$ cat config.mk
export PLATFORM = sky130hd
export DESIGN_NAME = multiplier_arbiter_flat
export DESIGN_NICKNAME = d
export VERILOG_FILES = /design/src/rtl/multiplier_pkg.sv /design/src/rtl/multiplier_arbiter_if.sv /design/src/rtl/multiplier_arbiter_rr_arbiter.sv /design/src/rtl/multiplier_arbiter.sv /design/src/flat_wrapper.sv
export SDC_FILE = /design/constraint.sdc
export NUM_CORES = 1
export LEC_CHECK = 0
export ABC_AREA = 1
export CAP_MARGIN = 25
export CELL_PAD_IN_SITES_DETAIL_PLACEMENT = 0
export CELL_PAD_IN_SITES_GLOBAL_PLACEMENT = 2
export CORE_MARGIN = 4
export CORE_UTILIZATION = 21
export CTS_BUF_LIST = sky130_fd_sc_hd__clkbuf_8
export DETAILED_ROUTE_END_ITERATION = 10
export GPL_TIMING_DRIVEN = 0
export MAX_ROUTING_LAYER = met4
export PLACE_DENSITY = 0.91
export SETUP_SLACK_MARGIN = 0.3
export SLEW_MARGIN = 20
export SYNTH_ARGS = -nofsm -noshare
export SYNTH_HDL_FRONTEND = slang
export SYNTH_SLANG_ARGS = --single-unit
$ cat constraint.sdc
create_clock -name i_clock -period 3.3 [get_ports i_clock]
set_input_delay 0.66 -clock i_clock [delete_from_list [all_inputs] [get_ports i_clock]]
set_output_delay 0.66 -clock i_clock [all_outputs]
set_load 0.02 [all_outputs]
$ cat src/rtl/multiplier_pkg.sv
// rtl/multiplier_pkg.sv - shared FSM state type and width helper for the multiplier arbiter
package multiplier_pkg;

    typedef enum logic [1:0] {
        ST_IDLE  = 2'd0,
        ST_START = 2'd1,
        ST_WAIT  = 2'd2,
        ST_RESP  = 2'd3
    } state_t;

    // Product of two BITS-wide operands.
    function automatic int product_width(input int bits);
        return 2 * bits;
    endfunction

endpackage

$ cat src/rtl/multiplier_arbiter_if.sv
// rtl/multiplier_arbiter_if.sv - client request/response bus plus multiplier control bus
//
// Signals (arbiter view, modport slave):
//   req_valid/req_ready          per-client request handshake, ready is one-hot or zero
//   req_multiplier/multiplicand  packed operands, client k at [k*BITS +: BITS]
//   rsp_valid/rsp_ready          per-client response handshake, valid is one-hot or zero
//   rsp_product/rsp_error        shared response payload
//   mul_start/mul_multiplier/mul_multiplicand  drive the shared multiplier
//   mul_finished/mul_product     multiplier completion and result
//   busy                         arbiter not idle
// Modport master is the environment side (clients plus the multiplier).
interface multiplier_arbiter_if
    import multiplier_pkg::*;
#(
    parameter int BITS       = 8,
    parameter int REQUESTERS = 4
);
    localparam int PW = product_width(BITS);

    logic [REQUESTERS-1:0]      req_valid;
    logic [REQUESTERS-1:0]      req_ready;
    logic [REQUESTERS*BITS-1:0] req_multiplier;
    logic [REQUESTERS*BITS-1:0] req_multiplicand;
    logic [REQUESTERS-1:0]      rsp_valid;
    logic [REQUESTERS-1:0]      rsp_ready;
    logic [PW-1:0]              rsp_product;
    logic                       rsp_error;
    logic                       mul_start;
    logic [BITS-1:0]            mul_multiplier;
    logic [BITS-1:0]            mul_multiplicand;
    logic                       mul_finished;
    logic [PW-1:0]              mul_product;
    logic                       busy;

    modport slave (
        input  req_valid, req_multiplier, req_multiplicand, rsp_ready,
               mul_finished, mul_product,
        output req_ready, rsp_valid, rsp_product, rsp_error,
               mul_start, mul_multiplier, mul_multiplicand, busy
    );

    modport master (
        output req_valid, req_multiplier, req_multiplicand, rsp_ready,
               mul_finished, mul_product,
        input  req_ready, rsp_valid, rsp_product, rsp_error,
               mul_start, mul_multiplier, mul_multiplicand, busy
    );

endinterface

$ cat src/rtl/multiplier_arbiter_rr_arbiter.sv
// rtl/multiplier_arbiter_rr_arbiter.sv - combinational round-robin grant selection
//
// Ports:
//   req         request vector
//   last_grant  index of the previously accepted client
//   grant       one-hot winner (zero when no request)
//   grant_idx   binary index of the winner
//   any         at least one request present
module rr_arbiter #(
    parameter int REQUESTERS = 4,
    parameter int IDX_W      = $clog2(REQUESTERS)
) (
    input  logic [REQUESTERS-1:0] req,
    input  logic [IDX_W-1:0]      last_grant,
    output logic [REQUESTERS-1:0] grant,
    output logic [IDX_W-1:0]      grant_idx,
    output logic                  any
);

    logic [IDX_W-1:0] idx;

    // Walk from last_grant+1 around to last_grant itself; the first hit wins.
    always_comb begin
        grant     = '0;
        grant_idx = '0;
        any       = 1'b0;
        idx       = '0;
        for (int i = 1; i <= REQUESTERS; i++) begin
            idx = IDX_W'((int'(last_grant) + i) % REQUESTERS);
            if (!any && req[idx]) begin
                any        = 1'b1;
                grant[idx] = 1'b1;
                grant_idx  = idx;
            end
        end
    end

endmodule

$ cat src/rtl/multiplier_arbiter.sv
// rtl/multiplier_arbiter.sv - round-robin sharing of one sequential multiplier among clients
//
// Optional feature macro: MULT_ARB_TIMEOUT_EN (WAIT watchdog, error response).
//
// Ports:
//   i_clock    rising-edge clock
//   i_reset_n  synchronous active-low reset
//   bus        multiplier_arbiter_if.slave: client request/response buses and
//              multiplier start/operand/finished/product signals, plus busy
module multiplier_arbiter
    import multiplier_pkg::*;
#(
    parameter int BITS       = 8,
    parameter int REQUESTERS = 4,
    parameter int TIMEOUT    = 64
) (
    input  logic                  i_clock,
    input  logic                  i_reset_n,
    multiplier_arbiter_if.slave   bus
);

    localparam int PW = product_width(BITS);
    localparam int IW = $clog2(REQUESTERS);

    state_t                state_q;
    state_t                state_d;
    // Doubles as the round-robin pointer: it only changes on an accepted request.
    logic [IW-1:0]         grant_idx_q;
    logic [BITS-1:0]       mul_a_q;
    logic [BITS-1:0]       mul_b_q;
    logic [PW-1:0]         product_q;

    logic [REQUESTERS-1:0] arb_grant;
    logic [IW-1:0]         arb_idx;
    logic                  arb_any;
    logic                  timed_out;
    logic                  rsp_hs;

    rr_arbiter #(
        .REQUESTERS (REQUESTERS),
        .IDX_W      (IW)
    ) u_rr_arbiter (
        .req        (bus.req_valid),
        .last_grant (grant_idx_q),
        .grant      (arb_grant),
        .grant_idx  (arb_idx),
        .any        (arb_any)
    );

    // Only the granted client's ready bit can complete the response.
    assign rsp_hs = (state_q == ST_RESP) && bus.rsp_ready[grant_idx_q];

    always_comb begin
        state_d = state_q;
        unique case (state_q)
            ST_IDLE:  if (arb_any) state_d = ST_START;
            ST_START: state_d = ST_WAIT;
            ST_WAIT:  if (bus.mul_finished || timed_out) state_d = ST_RESP;
            ST_RESP:  if (rsp_hs) state_d = ST_IDLE;
            default:  state_d = ST_IDLE;
        endcase
    end

    always_comb begin
        bus.req_ready = '0;
        bus.rsp_valid = '0;
        if (state_q == ST_IDLE) begin
            bus.req_ready = arb_grant;
        end
        if (state_q == ST_RESP) begin
            bus.rsp_valid = REQUESTERS'(1) << grant_idx_q;
        end
    end

    assign bus.mul_start        = (state_q == ST_START);
    assign bus.busy             = (state_q != ST_IDLE);
    assign bus.mul_multiplier   = mul_a_q;
    assign bus.mul_multiplicand = mul_b_q;
    assign bus.rsp_product      = product_q;

    always_ff @(posedge i_clock) begin
        if (!i_reset_n) begin
            state_q     <= ST_IDLE;
            grant_idx_q <= IW'(REQUESTERS - 1);
            mul_a_q     <= '0;
            mul_b_q     <= '0;
            product_q   <= '0;
        end else begin
            state_q <= state_d;
            if (state_q == ST_IDLE && arb_any) begin
                grant_idx_q <= arb_idx;
                mul_a_q     <= bus.req_multiplier[int'(arb_idx) * BITS +: BITS];
                mul_b_q     <= bus.req_multiplicand[int'(arb_idx) * BITS +: BITS];
            end
            // finished strobes outside WAIT never touch the product.
            if (state_q == ST_WAIT) begin
                if (bus.mul_finished) begin
                    product_q <= bus.mul_product;
                end else if (timed_out) begin
                    product_q <= '0;
                end
            end
        end
    end

`ifdef MULT_ARB_TIMEOUT_EN
    localparam int CW = $clog2(TIMEOUT + 1);

    logic [CW-1:0] wait_cnt_q;
    logic          error_q;

    // Held at zero outside WAIT, so every WAIT visit starts counting from 0.
    assign timed_out = (state_q == ST_WAIT) && !bus.mul_finished &&
                       (wait_cnt_q == CW'(TIMEOUT - 1));

    always_ff @(posedge i_clock) begin
        if (!i_reset_n) begin
            wait_cnt_q <= '0;
            error_q    <= 1'b0;
        end else begin
            if (state_q == ST_WAIT) begin
                wait_cnt_q <= wait_cnt_q + 1'b1;
            end else begin
                wait_cnt_q <= '0;
            end
            if (timed_out) begin
                error_q <= 1'b1;
            end else if (rsp_hs) begin
                error_q <= 1'b0;
            end
        end
    end

    assign bus.rsp_error = error_q;
`else
    localparam int timeout_unused = TIMEOUT;

    assign timed_out     = 1'b0;
    assign bus.rsp_error = 1'b0;
`endif

endmodule

$ cat src/flat_wrapper.sv
// flat-port wrapper written by rule: the top's interface ports become plain ports
module multiplier_arbiter_flat import multiplier_pkg::*;
#(
    parameter int BITS       = 8,
    parameter int REQUESTERS = 4,
    parameter int TIMEOUT    = 64
)
  (i_clock, i_reset_n, bus_req_valid, bus_req_multiplier, bus_req_multiplicand, bus_rsp_ready, bus_mul_finished, bus_mul_product, bus_req_ready, bus_rsp_valid, bus_rsp_product, bus_rsp_error, bus_mul_start, bus_mul_multiplier, bus_mul_multiplicand, bus_busy);
  multiplier_arbiter_if #(.BITS(BITS), .REQUESTERS(REQUESTERS)) bus_i ();
  input  logic i_clock;
  input  logic i_reset_n;
  input wire logic [$bits(bus_i.req_valid)-1:0] bus_req_valid;
  input wire logic [$bits(bus_i.req_multiplier)-1:0] bus_req_multiplier;
  input wire logic [$bits(bus_i.req_multiplicand)-1:0] bus_req_multiplicand;
  input wire logic [$bits(bus_i.rsp_ready)-1:0] bus_rsp_ready;
  input wire logic [$bits(bus_i.mul_finished)-1:0] bus_mul_finished;
  input wire logic [$bits(bus_i.mul_product)-1:0] bus_mul_product;
  output wire logic [$bits(bus_i.req_ready)-1:0] bus_req_ready;
  output wire logic [$bits(bus_i.rsp_valid)-1:0] bus_rsp_valid;
  output wire logic [$bits(bus_i.rsp_product)-1:0] bus_rsp_product;
  output wire logic [$bits(bus_i.rsp_error)-1:0] bus_rsp_error;
  output wire logic [$bits(bus_i.mul_start)-1:0] bus_mul_start;
  output wire logic [$bits(bus_i.mul_multiplier)-1:0] bus_mul_multiplier;
  output wire logic [$bits(bus_i.mul_multiplicand)-1:0] bus_mul_multiplicand;
  output wire logic [$bits(bus_i.busy)-1:0] bus_busy;
  assign bus_i.req_valid = bus_req_valid;
  assign bus_i.req_multiplier = bus_req_multiplier;
  assign bus_i.req_multiplicand = bus_req_multiplicand;
  assign bus_i.rsp_ready = bus_rsp_ready;
  assign bus_i.mul_finished = bus_mul_finished;
  assign bus_i.mul_product = bus_mul_product;
  assign bus_req_ready = bus_i.req_ready;
  assign bus_rsp_valid = bus_i.rsp_valid;
  assign bus_rsp_product = bus_i.rsp_product;
  assign bus_rsp_error = bus_i.rsp_error;
  assign bus_mul_start = bus_i.mul_start;
  assign bus_mul_multiplier = bus_i.mul_multiplier;
  assign bus_mul_multiplicand = bus_i.mul_multiplicand;
  assign bus_busy = bus_i.busy;
  multiplier_arbiter #(.BITS(BITS), .REQUESTERS(REQUESTERS), .TIMEOUT(TIMEOUT)) u_core (.i_clock(i_clock), .i_reset_n(i_reset_n), .bus(bus_i));
endmodule
==> results.py <==
metrics = {
    "layout": {
        "drive_gt1_share_pct": 13.1,
        "seqCellArea_um2": 728,
        "multi_input_area_um2": 1760,
        "diodes": 0,
        "fillerInstances": 1523,
        "postLayoutCellArea_um2": 4730,
        "areaGrowthSynthToFinish_pct": 58.9,
        "nets": 726,
    },
    "synthesis": {
        "ys_warn_count": 0,
        "avgSynthCellArea_um2": 6.19,
        "synth_area_leaders": "dfxtp_1 24%, nand3_1 13%, inv_1 12%, nand2_1 11%, nor2_1 8.7%",
        "ys_ff_latch": 36,
        "synth_top_area_share_pct": 24.2,
        "synth_fp_nets": 584,
        "synth_cell_types": 33,
        "syn-cell-area_um2": 2980,
        "synthCells": 481,
        "yosysTopAreaCell": "dfxtp_1",
        "ys_seq_area_share_pct": 24.2,
    },
    "power": {
        "power_density_nw_per_um2": 989,
        "leakage_nw": 2.36,
        "vdd_ir_drop_max_uv": 264,
    },
    "setup_path": {
        "critPathMaxStageDelay_ns": 0.36,
        "reg2reg_slack_ns": 0.90,
        "endpoint_kind": "output pin",
        "critical_path.top_delay_family": "buffers and inverters",
        "reg2reg_depth": 16,
        "regToRegEndpoint": "u_core.bus.mul_multiplier[7]",
        "cp_slowest_cell": "dfxtp_4",
        "path_cells": "inv_2 -> buf_6 -> ha_4 -> inv_2 -> nand2_4 -> nand2_8 -> nor2_1 -> a22oi_1 -> o21ai_0 -> o21ai_0 -> inv_1 -> buf_4",
        "path_buf_inv": 5,
        "arrival_ns": 2.18,
        "critical_path_class": "flop to output pin",
        "r2r-start": "u_core.grant_idx_q[0]",
        "worstPathMaxFanout": 13,
        "crit_required_ns": 2.64,
        "cp-start-kind": "flop",
    },
    "route": {
        "first_iter_violations": 132,
        "via_count": 3389,
        "viasPerCell": 4.22,
        "drc": 0,
        "firstDrtPassIters": 5,
        "final_antenna_net_count": 0,
        "drt_wl_total_mm": 10.6,
        "post_drt_wl_per_cell_um": 13.2,
    },
    "floorplan": {
        "design.core.area_um2": 13900,
        "core.rowCount": 43,
        "die_area_um2": 16200,
        "die_w_um": 127,
        "die_h_um": 127,
        "start_util_pct": 21.5,
        "io_pins": 134,
    },
    "sta": {
        "finalSetupViolations": 0,
        "slew_violations": 0,
        "fin_skew_ns": 0.00252,
        "period_minus_slack_ns": 2.84,
        "final_hold_viol_count": 0,
        "fin_setup_tns_ns": 0,
        "worst_pin_slew_ns": 0.559,
        "rsz0062_at_grt": "false",
        "max_freq_mhz": 353,
        "slew-limit-headroom_pct": 62.7,
        "min_period_over_period_pct": 85.9,
    },
    "status": {
        "status": "complete, no violations",
    },
    "flow_run": {
        "max-cap-violations": 0,
    },
    "grt": {
        "grt_max_degree": 14,
        "grt_pass1_wl_mm": 17.3,
        "grt_usage_pct": 13.5,
        "grt_pass1_vias": 3563,
        "gr-total-overflow": 0,
        "antenna_found_initial": 0,
    },
    "worst_hold_path": {
        "holdCritStartpoint": "u_core.bus.rsp_product[14]",
        "min_to": "u_core.bus.rsp_product[14]",
        "hp-class": "flop to flop",
        "hold_path_depth": 2,
    },
    "cts": {
        "h-tree-depth": 2,
        "cts_tree": "built",
        "ctsRootBufferMaster": "clkbuf_8",
        "clkLatencyLatePin_ns": 0.29,
        "clkSinkCount": 36,
        "cts_buffer_depth": 2,
        "clk_pin_slew_ns": 0.08,
        "numCtsBuffers": 5,
        "cts_hold_buf": 0,
    },
    "placement": {
        "hpwlAfterDp_mm": 8.65,
        "routabilityCongestion": 0.815,
        "dpl_cell_area_um2": 4520,
        "io_buffers": 131,
    },
}
## worst max-delay path by stage
stage                          start          endpoint  depth (start not counted)
3_5_place_dp   u_core.grant_idx_q[0]  bus_req_ready[0]                         14
4_1_cts             bus_req_valid[1]  bus_req_ready[0]                         13
3_3_place_gp        bus_req_valid[2]  bus_req_ready[0]                         13
2_1_floorplan  u_core.grant_idx_q[0]  bus_req_ready[0]                         13
6_report       u_core.grant_idx_q[0]  bus_req_ready[1]                         12
5_1_grt        u_core.grant_idx_q[0]  bus_req_ready[1]                         12
## layout make-up
class / count / area share [%]
sequential: 36 / 15.4
tap: 180 / 4.76
clock buffer: 5 / 1.45
clock inverter: 3 / 0.899
buffer: 23 / 3.36
multi-input combinational: 316 / 37.3
timing repair buffer: 135 / 28.3
inverter: 106 / 8.62
## routing by layer
layer  routed length, um  track usage, %
met4                 127            2.33
met5                   0               -
met2                5110            23.0
met3                 562            2.93
met1                4830            16.6
## power by group
part / leakage, nW / internal [mW] / switching (mW)
clock network: 0.0541 / 0.224 / 0.169
registers: 0.297 / 0.580 / 0.0891
logic: 2.00 / 1.44 / 2.18
total: 2.36 / 2.24 / 2.44
## sequential cells by signal, summed over array words and instances (netlist names)
signal / count
u_core.grant_idx_q: 2
u_core.bus.rsp_product: 16
u_core.bus.mul_multiplicand: 8
u_core.state_q: 2
u_core.bus.mul_multiplier: 8
## repair_timing
action / in CTS / in global routing
resized for setup: 28 / 16
setup buffers: 1 / 3
pin swaps: 0 / 1
endpoints found under the setup margin: 4 / 4
## logic make-up (layout without fill, tap and decap cells)
kind of cell | after synthesis | in the layout | synth area share (%)
DFF | 36 | 36 | 24.2
AOI/OAI and AO/OA | 37 | 37 | 8.19
buffers and inverters | 129 | 272 | 18.8
other | 1 | 1 | 0.126
and+or+nand+nor | 266 | 266 | 43.7
adders and majority gates | 12 | 12 | 5.04
## worst min-delay path: cells and delay by family (launching register included)
| family | cells | cell delay [ns] |
|---|---|---|
| AND/OR/NAND/NOR | 2 | 0.13 |
| flip-flops | 1 | 0.33 |
## stage by stage
step / hold WS (ns) / utilization [%] / std cells / total power, mW / worst slack [ns]
2_1_floorplan: 0.490 / - / 481 / 3.11 / 0.541
3_3_place_gp: 0.465 / 32.5 / 792 / 4.15 / -0.249
3_5_place_dp: 0.473 / 32.5 / 792 / 4.18 / -0.313
4_1_cts: 0.492 / 33.6 / 801 / 4.64 / 0.273
5_1_grt: 0.520 / 34.1 / 804 / 5.15 / 0.292
6_report: 0.486 / 34.1 / 804 / 4.68 / 0.465
## cell usage in the layout (no fill, tap or decap), types with 2 or more instances in the layout
| master | n |
|---|---|
| clkdlybuf4s50_1 | 123 |
| inv_1 | 96 |
| nand2_1 | 86 |
| nand3_1 | 77 |
| nor2_1 | 69 |
| dfxtp_1 | 34 |
| o21ai_0 | 20 |
| buf_4 | 16 |
| nand3_2 | 11 |
| ha_1 | 11 |
| nand2_2 | 7 |
| inv_2 | 6 |
| clkbuf_1 | 6 |
| buf_6 | 5 |
| nand3_4 | 5 |
| a22oi_1 | 5 |
| clkbuf_8 | 5 |
| buf_2 | 4 |
| nand2_4 | 3 |
| o221ai_2 | 3 |
| a21oi_1 | 3 |
| dlymetal6s2s_1 | 3 |
| inv_4 | 2 |
| nand4_4 | 2 |
| nor3_1 | 2 |
| dfxtp_4 | 2 |
## cell usage after synthesis (all sizes together)
cell,n
clkinv,1
a21oi,5
nand3,93
o211ai,1
buf,17
clkbuf,6
o21ai,22
a21boi,1
o221ai,3
ha,12
nand2,97
a22oi,5
nor2,70
nor3b,1
conb,1
nor3,2
inv,105
nand4,3
dfxtp,36
No activity file was read; power rests on OpenSTA's default activity.
